## src/rtl/os_array_ctrl.sv

```systemverilog
// -----------------------------------------------------------------------------
// os_array_ctrl
//   Sequencer for the mac_tile array in Output Stationary mode. It issues
//   execute instructions to the west edge of the array and pops the activation
//   FIFO (IFIFO) and the north weight FIFO together, one pop of each per beat.
//   Each channel pass is acc_kij beats long. Passes alternate between two
//   output tiles (ping-pong) until both tiles have seen input_ch passes. The
//   controller then flushes the array pipeline skew and drains 2*row finished
//   words into the OFIFO, tile 0 first, and pulses done.
//
//   Optional build macro: OS_CTRL_PERF_EN adds the stall_cnt output.
//
// Ports
//   clk          clock, all state on the rising edge
//   reset        asynchronous active-low reset
//   start        one-cycle job request, honoured in IDLE only
//   ififo_empty  activation FIFO empty
//   wfifo_empty  weight FIFO empty
//   ofifo_full   output FIFO full
//   inst_w       west-edge instruction ([1]=execute, [0]=kernel load, always 0)
//   ififo_rd     pop the activation FIFO
//   wfifo_rd     pop the weight FIFO
//   ififo_loop   one-cycle pulse: IFIFO rewinds to the start of the pass
//   ofifo_wr     push one drained word into the OFIFO
//   tile_sel     output tile receiving the current pass
//   kij_cnt      current beat index inside the pass
//   busy         high outside IDLE
//   done         one-cycle pulse at the end of a job
//   stall_cnt    (OS_CTRL_PERF_EN only) saturating count of stalled cycles
// -----------------------------------------------------------------------------
module os_array_ctrl #(
  parameter int unsigned acc_kij  = 9,   // beats per channel pass, 1..16
  parameter int unsigned input_ch = 3,   // passes per output tile, 1..15
  parameter int unsigned row      = 8,   // words drained per tile
  parameter int unsigned skew     = 14   // pipeline flush cycles, >= 1
) (
  input  logic        clk,
  input  logic        reset,
  input  logic        start,
  input  logic        ififo_empty,
  input  logic        wfifo_empty,
  input  logic        ofifo_full,
  output logic [1:0]  inst_w,
  output logic        ififo_rd,
  output logic        wfifo_rd,
  output logic        ififo_loop,
  output logic        ofifo_wr,
  output logic        tile_sel,
  output logic [3:0]  kij_cnt,
  output logic        busy,
  output logic        done
`ifdef OS_CTRL_PERF_EN
  ,
  output logic [15:0] stall_cnt
`endif
);

  typedef enum logic [2:0] {
    IDLE  = 3'd0,
    EXEC  = 3'd1,
    SWAP  = 3'd2,
    FLUSH = 3'd3,
    DRAIN = 3'd4,
    DONE  = 3'd5
  } state_t;

  localparam int unsigned FLUSH_W = (skew > 1) ? $clog2(skew) : 1;
  localparam int unsigned DRAIN_W = $clog2(2 * row);

  localparam logic [3:0]         KIJ_LAST   = 4'(acc_kij - 1);
  localparam logic [3:0]         IC_LAST    = 4'(input_ch);
  localparam logic [FLUSH_W-1:0] FLUSH_LAST = FLUSH_W'(skew - 1);
  localparam logic [DRAIN_W-1:0] DRAIN_LAST = DRAIN_W'(2 * row - 1);

  state_t              state_reg;
  logic [3:0]          kij_cnt_reg;
  logic                tile_sel_reg;
  logic [1:0][3:0]     ic_cnt_reg;
  logic [FLUSH_W-1:0]  flush_cnt_reg;
  logic [DRAIN_W-1:0]  drain_cnt_reg;

  logic                beat;
  logic                drain_wr;
  logic [1:0][3:0]     ic_next;
  logic [1:0]          ic_full;

  // A beat needs both operands present; the pops and the execute go out in
  // the same cycle so activations and weights stay aligned in the array.
  assign beat     = (state_reg == EXEC) && !ififo_empty && !wfifo_empty;
  // Never push while the OFIFO is full; the drain counter holds instead.
  assign drain_wr = (state_reg == DRAIN) && !ofifo_full;

  // Per-tile pass count after the SWAP increment of the tile just finished.
  for (genvar gi = 0; gi < 2; gi++) begin : g_tile
    assign ic_next[gi] = ic_cnt_reg[gi] + ((tile_sel_reg == 1'(gi)) ? 4'd1 : 4'd0);
    assign ic_full[gi] = (ic_next[gi] == IC_LAST);
  end

  always_ff @(posedge clk or negedge reset) begin
    if (!reset) begin
      state_reg     <= IDLE;
      kij_cnt_reg   <= 4'd0;
      tile_sel_reg  <= 1'b0;
      ic_cnt_reg    <= '0;
      flush_cnt_reg <= '0;
      drain_cnt_reg <= '0;
    end else begin
      case (state_reg)
        IDLE: begin
          if (start) state_reg <= EXEC;
        end
        EXEC: begin
          if (beat) begin
            if (kij_cnt_reg == KIJ_LAST) begin
              kij_cnt_reg <= 4'd0;
              state_reg   <= SWAP;
            end else begin
              kij_cnt_reg <= kij_cnt_reg + 4'd1;
            end
          end
        end
        SWAP: begin
          ic_cnt_reg   <= ic_next;
          tile_sel_reg <= ~tile_sel_reg;
          state_reg    <= (&ic_full) ? FLUSH : EXEC;
        end
        FLUSH: begin
          if (flush_cnt_reg == FLUSH_LAST) begin
            flush_cnt_reg <= '0;
            state_reg     <= DRAIN;
          end else begin
            flush_cnt_reg <= flush_cnt_reg + 1'b1;
          end
        end
        DRAIN: begin
          if (drain_wr) begin
            if (drain_cnt_reg == DRAIN_LAST) begin
              drain_cnt_reg <= '0;
              state_reg     <= DONE;
            end else begin
              drain_cnt_reg <= drain_cnt_reg + 1'b1;
            end
          end
        end
        DONE: begin
          ic_cnt_reg   <= '0;
          tile_sel_reg <= 1'b0;
          state_reg    <= IDLE;
        end
        default: state_reg <= IDLE;
      endcase
    end
  end

  // Handshake outputs follow the FIFO flags in the same cycle; everything
  // else is decoded from registered state, so reset forces all of them low.
  assign inst_w     = {beat, 1'b0};
  assign ififo_rd   = beat;
  assign wfifo_rd   = beat;
  // Tile 1 is the second user of each activation window, so the rewind
  // happens after its pass.
  assign ififo_loop = (state_reg == SWAP) && tile_sel_reg;
  assign ofifo_wr   = drain_wr;
  assign tile_sel   = tile_sel_reg;
  assign kij_cnt    = kij_cnt_reg;
  assign busy       = (state_reg != IDLE);
  assign done       = (state_reg == DONE);

`ifdef OS_CTRL_PERF_EN
  logic [15:0] stall_cnt_reg;
  logic        stall_event;

  assign stall_event = ((state_reg == EXEC) && !beat) ||
                       ((state_reg == DRAIN) && ofifo_full);

  // Cleared when a job starts, otherwise kept so software can read it after done.
  always_ff @(posedge clk or negedge reset) begin
    if (!reset) begin
      stall_cnt_reg <= 16'd0;
    end else if ((state_reg == IDLE) && start) begin
      stall_cnt_reg <= 16'd0;
    end else if (stall_event && (stall_cnt_reg != 16'hFFFF)) begin
      stall_cnt_reg <= stall_cnt_reg + 16'd1;
    end
  end

  assign stall_cnt = stall_cnt_reg;
`endif

endmodule

```

## config.mk

```make
export PLATFORM = sky130hd
export DESIGN_NAME = os_array_ctrl
export DESIGN_NICKNAME = d
export VERILOG_FILES = /design/src/rtl/os_array_ctrl.sv
export SDC_FILE = /design/constraint.sdc
export NUM_CORES = 1
export LEC_CHECK = 0
export ABC_AREA = 1
export BUFFER_PORTS_ARGS = -buffer_cell sky130_fd_sc_hd__buf_2
export CAP_MARGIN = 5
export CORE_MARGIN = 4
export CORE_UTILIZATION = 28
export CTS_CLUSTER_DIAMETER = 40
export DETAILED_ROUTE_END_ITERATION = 10
export HOLD_SLACK_MARGIN = 0.08
export PLACE_DENSITY = 0.53
export SYNTH_ARGS = -nofsm -noshare
export SYNTH_HDL_FRONTEND = slang
export SYNTH_SLANG_ARGS = --single-unit
```

## constraint.sdc

```tcl
create_clock -name clk -period 1.55 [get_ports clk]
set_input_delay 0.465 -clock clk [delete_from_list [all_inputs] [get_ports clk]]
set_output_delay 0.465 -clock clk [all_outputs]
set_load 0.01 [all_outputs]
```

==> flow_summary.toml <==
[power_and_ir_drop]
pwr-share-comb_pct = 50.0
leakagePower_nw = 0.900
p_sw_share_pct = 42.1
p_int_mw = 1.82
p_total_mw = 3.14
clkPwrFrac_pct = 13.7
peakVddDrop_mv = 0.850
seqPwrFrac_pct = 36.3
p_per_area_nw_per_um2 = 1780
p_sw_mw = 1.32

[sta]
worst_slew_pin_slew_ns = 0.549
clock.fmax_mhz = 611
skew_ns = 0.00516
period_share_pct = 106
setup_tns_ns = -0.329
finalSetupViolCount = 6
grt_setup_unrepaired = "yes"
timing.final.ws_setup_ns = -0.0873
layout_min_cycle_time_ns = 1.64
slew_headroom_pct = 63.4
slew_violations = 0
hold_violations = 0

[critical_path]
arrival_ns = 1.17
worstPathRequired_ns = 1.08
crit_fanout = 5
start_kind = "register"
endpoint_kind = "output port"
timing.rr.end = "state_reg[1]"
reg2reg_depth = 10
regToRegStartpoint = "tile_sel"
criticalPathCategory = "register to output port"
reg2reg_slack_ns = 0.06

[yosys]
seq_area_frac_synth_pct = 42.4
yosysTopAreaCellShare_pct = 42.4
synth_top_cell_by_area = "dfrtp_1"
synth_mux_area_share_pct = 0.796
synth_cell_types = 28
synth_warnings = 0
synth_top_family_by_area = "simple AND/OR/NAND/NOR gates"
yosys-top-cells-area = "dfrtp_1 (42%), nand2_1 (8.5%), inv_1 (6.4%)"
postSynthRegisterBits = 24
synth_nets = 181
synth_area_um2 = 1420
yosys.area_share.simple_pct = 28.9
synth-edff-count = 0
synth_compound_area_share_pct = 10.3
synth_xor_area_share_pct = 1.24
async_reset_ff_share_pct = 100
syn_avg_cell_area_um2 = 8.42
synth_adder_area_share_pct = 6.19
synthFlopType = "dfrtp_1"
syn_inst = 168

[layout]
multi_input_area_um2 = 686
largest_reg_flops = 8
syn_to_final_growth_pct = 24.8
antenna_cells = 0
fin_nets = 214
seq_area_um2 = 604
fillCellCount = 512
drive_gt1_share_pct = 33.0
final_cells = 267

[clock_network]
cts_tree = "built"
clock_latency_ns = 0.27
clock-root-buffer = "clkbuf_8"
clk_path_buf_depth = 2
h-tree-depth = 1
clk_pin_slew_ns = 0.09
cts.sinks = 24
numCtsBuffers = 3

[floorplanning]
die_y_um = 79.1
coreArea_um2 = 4820
initial_core_util_pct = 29.4
num_rows = 25
dieArea_um2 = 6260
fp.dieW_um = 79.1
ios = 19

[route]
postRouteWirelength_um = 2730
postRouteAntennaNets = 0
drtIter0Drc = 16
wl_per_cell_um = 10.2
wl_met2_um = 1210
highest_layer = "met3"
drt_first_pass_iters = 4
drt-met1-wl_um = 1410
drc = 0
routed_via_density = 4.27
dr_wl_met3_um = 108
dr_total_vias = 1139

[outcome]
violations = "setup timing"
status = "complete, but fails checks"

[placed_design]
place_inst = 254
hpwl_um = 2050
gp_congestion = 0.758
port_buffers = 17

[hold_path]
hp-class = "input port to async pin"

[run]
drv_cap = 0

[global_route]
grt_use_total_pct = 9.78
grt_start_max_net_pins = 25
grt-ovfl-total = 0
antenna_found_initial = 0
grt_first_pass_wirelength_um = 4930
grt_pass1_vias = 1115
[layout make-up]
type                            count  area share (%)
Clock buffer                        4            3.12
Multi-Input combinational cell    113            38.8
Inverter                           26            5.67
Timing Repair Buffer               33            13.5
Sequential cell                    24            34.2
Tap cell                           67            4.75
[power groups by stage]
stage               Clock (mW)  Combinational, mW  Sequential, mW
floorplan                    0               1.00            1.12
global placement             0               1.36            1.14
detailed placement           0               1.38            1.15
CTS                      0.459               1.52            1.14
global route             0.474               1.80            1.19
finish                   0.430               1.57            1.14
[kinds of logic (layout without fill, tap and decap cells)]
group / Yosys count / count (layout)
flops: 24 / 24
simple gates: 76 / 76
compound gates: 26 / 26
fa+ha+maj: 7 / 7
buf+inv: 31 / 63
other cells: 1 / 1
xor+xnor: 2 / 2
mux: 1 / 1
[through the flow]
stage,setup slack [ns],hold slack (ns),utilization [%],cell area (µm²)
2_1_floorplan,0.00316,0.169,-,1420
3_3_place_gp,0.0427,0.490,33.1,1600
3_5_place_dp,0.0515,0.495,33.1,1600
4_1_cts,-0.115,0.196,36.0,1730
5_1_grt,-0.146,0.222,36.7,1770
6_report,-0.0873,0.173,36.7,1770
[layer usage]
| layer | up-vias | global-route usage, % |
|---|---|---|
| met5 | - | 0 |
| met4 | 0 | 1.03 |
| met3 | 0 | 2.72 |
| met2 | 16 | 16.1 |
| met1 | 515 | 13.3 |
| li1 | 608 | - |
[cells in the mapped netlist (all sizes together), types with 2 or more instances]
cell	n
o21ai	13
nand3	16
xor2	2
nor2	18
a21oi	9
o22ai	3
dfrtp	24
buf	5
nand4	5
ha	7
nand2	36
inv	26
[cells in the final DEF (no fill, tap or decap), types with 2 or more instances in the layout]
master    count
nand2_1      31
inv_1        21
dfrtp_1      21
buf_4        14
buf_2        13
nor2_1       12
nand3_1      12
a21oi_1       8
o21ai_0       8
buf_6         6
nand4_1       5
ha_1          5
inv_2         4
nand2_2       4
clkbuf_8      4
nand3_2       3
nor2_4        3
o21ai_1       3
o22ai_1       3
dfrtp_2       3
nor2_2        2
xor2_1        2
o21ai_2       2
ha_2          2
[worst max-delay path, stage by stage (launching register included)]
cell,delay (ns)
dfrtp_2,0.48
nor2_4,0.15
nand2_4,0.09
nor2_8,0.08
buf_6,0.10
[worst max path at each step]
stage	startpoint	to	slack, ns	depth (start not counted)
finish	state_reg[0]	ofifo_wr	-0.09	4
global route	state_reg[0]	ififo_loop	-0.15	4
CTS	state_reg[0]	ofifo_wr	-0.12	4
detailed placement	tile_sel	state_reg[1]	0.05	10
global placement	ififo_empty	inst_w[1]	0.04	5
floorplan	state_reg[2]	inst_w[1]	0.003	4
[repair_timing]
item | in CTS | in global routing
hold buffers | 0 | 0
buffers inserted | 7 | 2
gates resized for setup | 10 | 6
pin swaps | 3 | 1
endpoints found under the setup margin | 7 | 8
No activity file was read; power rests on OpenSTA's default activity.
